--- config.mk ---
export PLATFORM = sky130hd
export DESIGN_NAME = pipe_stage_regs
export DESIGN_NICKNAME = d
export VERILOG_FILES = /design/src/rtl/cpu_pkg.sv /design/src/rtl/pipe_reg.sv /design/src/rtl/pipe_stage_regs.sv
export SDC_FILE = /design/constraint.sdc
export NUM_CORES = 1
export LEC_CHECK = 0
export ABC_AREA = 1
export ABC_CLOCK_PERIOD_IN_PS = 850
export CORE_AREA = 3 3 459 461
export DETAILED_ROUTE_END_ITERATION = 8
export DIE_AREA = 0 0 462 464
export GPL_TIMING_DRIVEN = 0
export HOLD_SLACK_MARGIN = 0.05
export SLEW_MARGIN = 20
export SYNTH_ARGS = -nofsm -noshare
export SYNTH_HDL_FRONTEND = slang
export SYNTH_SLANG_ARGS = --single-unit
--- constraint.sdc ---
create_clock -name clk -period 0.85 [get_ports clk]
set_clock_uncertainty 0.1 [all_clocks]
set_input_delay 0.1275 -clock clk [delete_from_list [all_inputs] [get_ports clk]]
set_output_delay 0.1275 -clock clk [all_outputs]
set_load 0.02 [all_outputs]
--- src/rtl/cpu_pkg.sv ---
// Shared constants and control-field layouts for the 5-stage 64-bit ARM-subset CPU.
package cpu_pkg;

    localparam int DATA_W  = 64;
    localparam int INSTR_W = 32;
    localparam int REG_W   = 5;

    typedef struct packed {
        logic       flagen;
        logic       shiftdir;
        logic       alusrc;
        logic [2:0] aluop;
    } ex_ctrl_t;

    typedef struct packed {
        logic brsel;
        logic branch;
        logic ubranch;
        logic memwrite;
        logic memread;
    } m_ctrl_t;

    typedef struct packed {
        logic regwrite;
        logic memtoreg;
    } wb_ctrl_t;

    localparam int EX_W = $bits(ex_ctrl_t);
    localparam int M_W  = $bits(m_ctrl_t);
    localparam int WB_W = $bits(wb_ctrl_t);

    localparam int IFID_W  = INSTR_W + DATA_W;
    localparam int IDEX_W  = 4 * DATA_W + 3 * REG_W + EX_W + M_W + WB_W;
    localparam int EXMEM_W = 3 * DATA_W + REG_W + WB_W + M_W + 8;

endpackage

--- src/rtl/pipe_reg.sv ---
// Generic W-bit pipeline register: async clear, synchronous flush-to-zero, load enable.
// Latency: 1 cycle from d to q when en=1.
// Backpressure: en=0 holds q; flush overrides en and inserts a zero bubble.
module pipe_reg #(
    parameter int W = 8
) (
    input  logic         clk,
    input  logic         rst,
    input  logic         en,
    input  logic         flush,
    input  logic [W-1:0] d,
    output logic [W-1:0] q
);

    always_ff @(posedge clk or negedge rst) begin
        if (!rst) begin
            q <= '0;
        end else if (flush) begin
            q <= '0;
        end else if (en) begin
            q <= d;
        end
    end

endmodule

--- src/rtl/pipe_stage_regs.sv ---
// IF/ID, ID/EX and EX/MEM forward pipeline banks, each with independent stall and flush.
// Latency: 1 cycle per bank; outputs come straight from flops.
// Backpressure: per-bank en=0 holds contents; flush zeroes the bank (bubble), winning over en.
module pipe_stage_regs
    import cpu_pkg::*;
(
    input  logic               clk,
    input  logic               rst,

    input  logic               ifid_en,
    input  logic               ifid_flush,
    input  logic               idex_en,
    input  logic               idex_flush,
    input  logic               exmem_en,
    input  logic               exmem_flush,

    input  logic [INSTR_W-1:0] ifid_instr,
    input  logic [DATA_W-1:0]  ifid_pc,
    output logic [INSTR_W-1:0] ifid_instr_out,
    output logic [DATA_W-1:0]  ifid_pc_out,

    input  logic [DATA_W-1:0]  idex_rd1,
    input  logic [DATA_W-1:0]  idex_rd2,
    input  logic [DATA_W-1:0]  idex_pc,
    input  logic [DATA_W-1:0]  idex_se,
    input  logic [REG_W-1:0]   idex_rn,
    input  logic [REG_W-1:0]   idex_rm,
    input  logic [REG_W-1:0]   idex_rd,
    input  ex_ctrl_t           idex_ex,
    input  m_ctrl_t            idex_m,
    input  wb_ctrl_t           idex_wb,
    output logic [DATA_W-1:0]  idex_rd1_out,
    output logic [DATA_W-1:0]  idex_rd2_out,
    output logic [DATA_W-1:0]  idex_pc_out,
    output logic [DATA_W-1:0]  idex_se_out,
    output logic [REG_W-1:0]   idex_rn_out,
    output logic [REG_W-1:0]   idex_rm_out,
    output logic [REG_W-1:0]   idex_rd_out,
    output ex_ctrl_t           idex_ex_out,
    output m_ctrl_t            idex_m_out,
    output wb_ctrl_t           idex_wb_out,

    input  logic [DATA_W-1:0]  exmem_alu,
    input  logic [DATA_W-1:0]  exmem_wdata,
    input  logic [DATA_W-1:0]  exmem_addr,
    input  logic [REG_W-1:0]   exmem_rd,
    input  wb_ctrl_t           exmem_wb,
    input  m_ctrl_t            exmem_m,
    input  logic               exmem_z_alu,
    input  logic               exmem_n_alu,
    input  logic               exmem_v_alu,
    input  logic               exmem_c_alu,
    input  logic               exmem_z_flag,
    input  logic               exmem_n_flag,
    input  logic               exmem_v_flag,
    input  logic               exmem_c_flag,
    output logic [DATA_W-1:0]  exmem_alu_out,
    output logic [DATA_W-1:0]  exmem_wdata_out,
    output logic [DATA_W-1:0]  exmem_addr_out,
    output logic [REG_W-1:0]   exmem_rd_out,
    output wb_ctrl_t           exmem_wb_out,
    output m_ctrl_t            exmem_m_out,
    output logic               exmem_z_alu_out,
    output logic               exmem_n_alu_out,
    output logic               exmem_v_alu_out,
    output logic               exmem_c_alu_out,
    output logic               exmem_z_flag_out,
    output logic               exmem_n_flag_out,
    output logic               exmem_v_flag_out,
    output logic               exmem_c_flag_out
);

    logic [IFID_W-1:0]  ifid_q;
    logic [IDEX_W-1:0]  idex_q;
    logic [EXMEM_W-1:0] exmem_q;

    // Each bank is one flat register; flush clears data and control alike.
    pipe_reg #(.W(IFID_W)) u_ifid (
        .clk   (clk),
        .rst   (rst),
        .en    (ifid_en),
        .flush (ifid_flush),
        .d     ({ifid_instr, ifid_pc}),
        .q     (ifid_q)
    );

    pipe_reg #(.W(IDEX_W)) u_idex (
        .clk   (clk),
        .rst   (rst),
        .en    (idex_en),
        .flush (idex_flush),
        .d     ({idex_rd1, idex_rd2, idex_pc, idex_se,
                 idex_rn, idex_rm, idex_rd,
                 idex_ex, idex_m, idex_wb}),
        .q     (idex_q)
    );

    pipe_reg #(.W(EXMEM_W)) u_exmem (
        .clk   (clk),
        .rst   (rst),
        .en    (exmem_en),
        .flush (exmem_flush),
        .d     ({exmem_alu, exmem_wdata, exmem_addr, exmem_rd,
                 exmem_wb, exmem_m,
                 exmem_z_alu, exmem_n_alu, exmem_v_alu, exmem_c_alu,
                 exmem_z_flag, exmem_n_flag, exmem_v_flag, exmem_c_flag}),
        .q     (exmem_q)
    );

    assign {ifid_instr_out, ifid_pc_out} = ifid_q;

    assign {idex_rd1_out, idex_rd2_out, idex_pc_out, idex_se_out,
            idex_rn_out, idex_rm_out, idex_rd_out,
            idex_ex_out, idex_m_out, idex_wb_out} = idex_q;

    assign {exmem_alu_out, exmem_wdata_out, exmem_addr_out, exmem_rd_out,
            exmem_wb_out, exmem_m_out,
            exmem_z_alu_out, exmem_n_alu_out, exmem_v_alu_out, exmem_c_alu_out,
            exmem_z_flag_out, exmem_n_flag_out, exmem_v_flag_out, exmem_c_flag_out} = exmem_q;

endmodule

==> results.md <==
* Peak per-stage delay on the critical path at 490 ps
* Overflow after GRT at 0
* Count of cell types in the netlist at 11
* Global-route wire length before repair at 198 mm
* Core Area at 207000 µm²
* Crit path launch type: register
* Final Hold Vio Count at 103
* CP top delay family: flip-flops
* TritonCTS Buffers at 73
* GPL Wtd Cong at 0.904
* Routed metal-1 wire length at 56.0 mm
* Mapped Cells at 2569
* Post-synthesis sequential area ratio at 62.9%
* Post-route ant nets at 0
* Final Cell Area at 50800 µm²
* Vias post-DR at 27326
* WS Path Type: reg2out
* CP endpoint kind: output pin
* Seq cells post-synth at 592
* Top Layer Used: met5
* Layout Nets at 5210
* Min-delay src: ifid_en
* Cell Area, Placed at 39200 µm²
* Failing checks: negative hold slack, negative setup slack
* CP max-delay cell: dfrtp_2
* CTS sink count at 592
* Crit-path cells: buf_6
* # DRC at 0
* Largest net degree at the start of global routing at 90
* GRT Util Overall at 12.7%
* Power per Cell Area at 1600 nW/µm²
* Final period util at 183%
* TritonCTS clock tree: built
* MaxCap Viol Count at 0
* Synth warnings at 0
* Routed len/inst at 19.8 µm
* First-pass DRT Iterations at 7
* F_max at 642 MHz
* Synth-to-layout area growth at 116%
* DIE WIDTH at 462 µm
* Reg2reg setup slack at -120 ps
* Vias per inst at 3.70
* Die Span Y at 464 µm
* Post-layout util at 24.6%
* CP bufs+invs at 1
* VDD IR-drop max at 1610 µV
* Full die area at 214000 µm²
* Worst Path Required at 620 ps
* Hold crit path type: in2reg
* Vias in the first global route at 28262
* I/O Pins at 1192
* Crit path max fanout at 2
* Tot Pwr at 0.0815 W
* Reg-to-Reg Start: u_ifid.q[86]$_DFFE_PN0P_
* Final WS setup at -706 ps
* Hold_ws at -172 ps
* Max_slew headroom at 41.7%
* Least-Margin Pin Slew at 874 ps
* Metal3 WL at 12.2 mm
* Outcome: finished, violations left
* Post-Syn Nets at 3169
* Max-slew violation count at 0
* Worst skew pair latency at 650 ps
* Clk slew on worst S/H paths at 60 ps
* Initial detailed-routing violation count at 1743
* Starting Density at 11.4%
* Routed wire length at 146 mm
* Hpwl dp at 108 mm
* Final Setup Violations at 1134
* Dpl cells at 6468
* Initial antenna violation count at 27
* CP Launch Point: u_idex.q[85]$_DFFE_PN0P_
* Fin cells at 7384
* CP arrival at 1330 ps
* Synthesized cell area at 23500 µm²
* Mean Syn Cell Area at 9.16 µm²
* RSZ-0062 raised after global routing: true
* Lkg Pwr at 24.8 nW
* Longest Clk Path Bufs at 3
* Clk root buf: clkbuf_16
* PortBufs at 1188
* # H-tree levels at 3
* Met2 routed WL at 68.2 mm
* Tmin final at 1560 ps
* Share of layout cells above drive strength 1 at 28.7%
* Row count at 167
-- power breakdown --
group	internal [W]	switching [W]
registers	0.0298	0.00142
clock network	0.0189	0.0134
logic	0.00950	0.00846
total	0.0582	0.0233
-- worst paths after layout --
kind	to	cells past startpoint
min in group asynchronous	u_idex.q[235]$_DFFE_PN0P_	2
max in group asynchronous	u_idex.q[208]$_DFFE_PN0P_	5
worst max-delay path	idex_se_out[57]	1
worst min register to register	u_idex.q[105]$_DFFE_PN0P_	2
worst min-delay path	u_ifid.q[1]$_DFFE_PN0P_	5
worst max register to register	u_ifid.q[86]$_DFFE_PN0P_	4
-- synth_stat cells --
master       n  area, µm²
buf_1        4       15.0
inv_2        3       11.3
buf_6       27        304
buf_2       88        440
nand3_1    592       2960
clkbuf_1    15       56.3
nand2_1   1184       4440
nor2_4       3       33.8
buf_4       59        443
clkbuf_4     2       15.0
dfrtp_1    592      14800
-- worst register-to-register path, delay by kind of cell (launching register included) --
family | cells | cell delay (ps)
DFF | 1 | 410
buffers and inverters | 2 | 250
and+or+nand+nor | 2 | 90
-- cell families (layout without fill, tap and decap cells) --
family	Yosys count	count (layout)	synth area share (%)
and+or+nand+nor	1779	1779	31.6
DFF	592	592	62.9
buffers and inverters	198	2293	5.46
other	0	16	0
-- cell usage in the layout (no fill, tap or decap), types with 3 or more instances in the layout --
cell / netlist / final
nand2_1: 1184 / 1047
buf_6: 27 / 796
clkdlybuf4s50_1: 0 / 580
nand3_1: 592 / 575
dfrtp_1: 592 / 566
dlygate4sd3_1: 0 / 520
buf_4: 59 / 160
nand2_2: 0 / 131
clkbuf_16: 0 / 79
buf_2: 88 / 52
clkbuf_1: 15 / 28
dfrtp_2: 0 / 26
diode_2: 0 / 16
nand3_2: 0 / 16
clkbuf_8: 0 / 15
buf_12: 0 / 8
buf_16: 0 / 8
clkinv_2: 0 / 7
buf_8: 0 / 6
nand2_4: 0 / 6
dlymetal6s4s_1: 0 / 5
buf_1: 4 / 4
bufinv_16: 0 / 4
clkbuf_2: 0 / 3
nor2_4: 3 / 3
inv_6: 0 / 3
clkbuf_4: 2 / 3
-- area by class of cell --
type	count	area [µm²]
fillers	21614	156000
repair buffers	1968	20600
flip-flops and latches	592	14800
multi-input cells	1779	7910
well taps	2704	3380
clock buffers	110	2170
plain buffers	193	1610
clock inverters	19	259
diodes	16	40.0
inverters	3	18.8
-- sequential cells by signal, summed over array words and instances, names as in the netlist --
name / cells
u_idex.q: 284
u_exmem.q: 212
u_ifid.q: 96
-- through the flow --
stage	setup slack, ps	setup TNS (ps)	hold WS, ps
after CTS	-837	-444610	-845
after global placement	-28690	-	352
after floorplan	-89.3	-31620	-268
after detailed placement	-1310	-1107490	41.2
final	-706	-501870	-172
after global routing	-802	-567730	-222
-- per-layer routing --
layer / vias to the layer above / GRT usage, %
met5: - / 0
met3: 349 / 3.95
met4: 16 / 7.14
met2: 1437 / 21.0
met1: 13185 / 14.4
li1: 12339 / -
-- what timing repair did --
| action | CTS | global route |
|---|---|---|
| gates cloned | 2 | 3 |
| resized for setup | 3738 | 324 |
| endpoints found under the setup margin | 1305 | 1101 |
| hold buffers | 508 | 20 |
| pin swaps | 4 | 62 |
| buffers inserted | 141 | 150 |
| hold endpoints to repair | 906 | 685 |
Power figures use the tool's default switching activity.
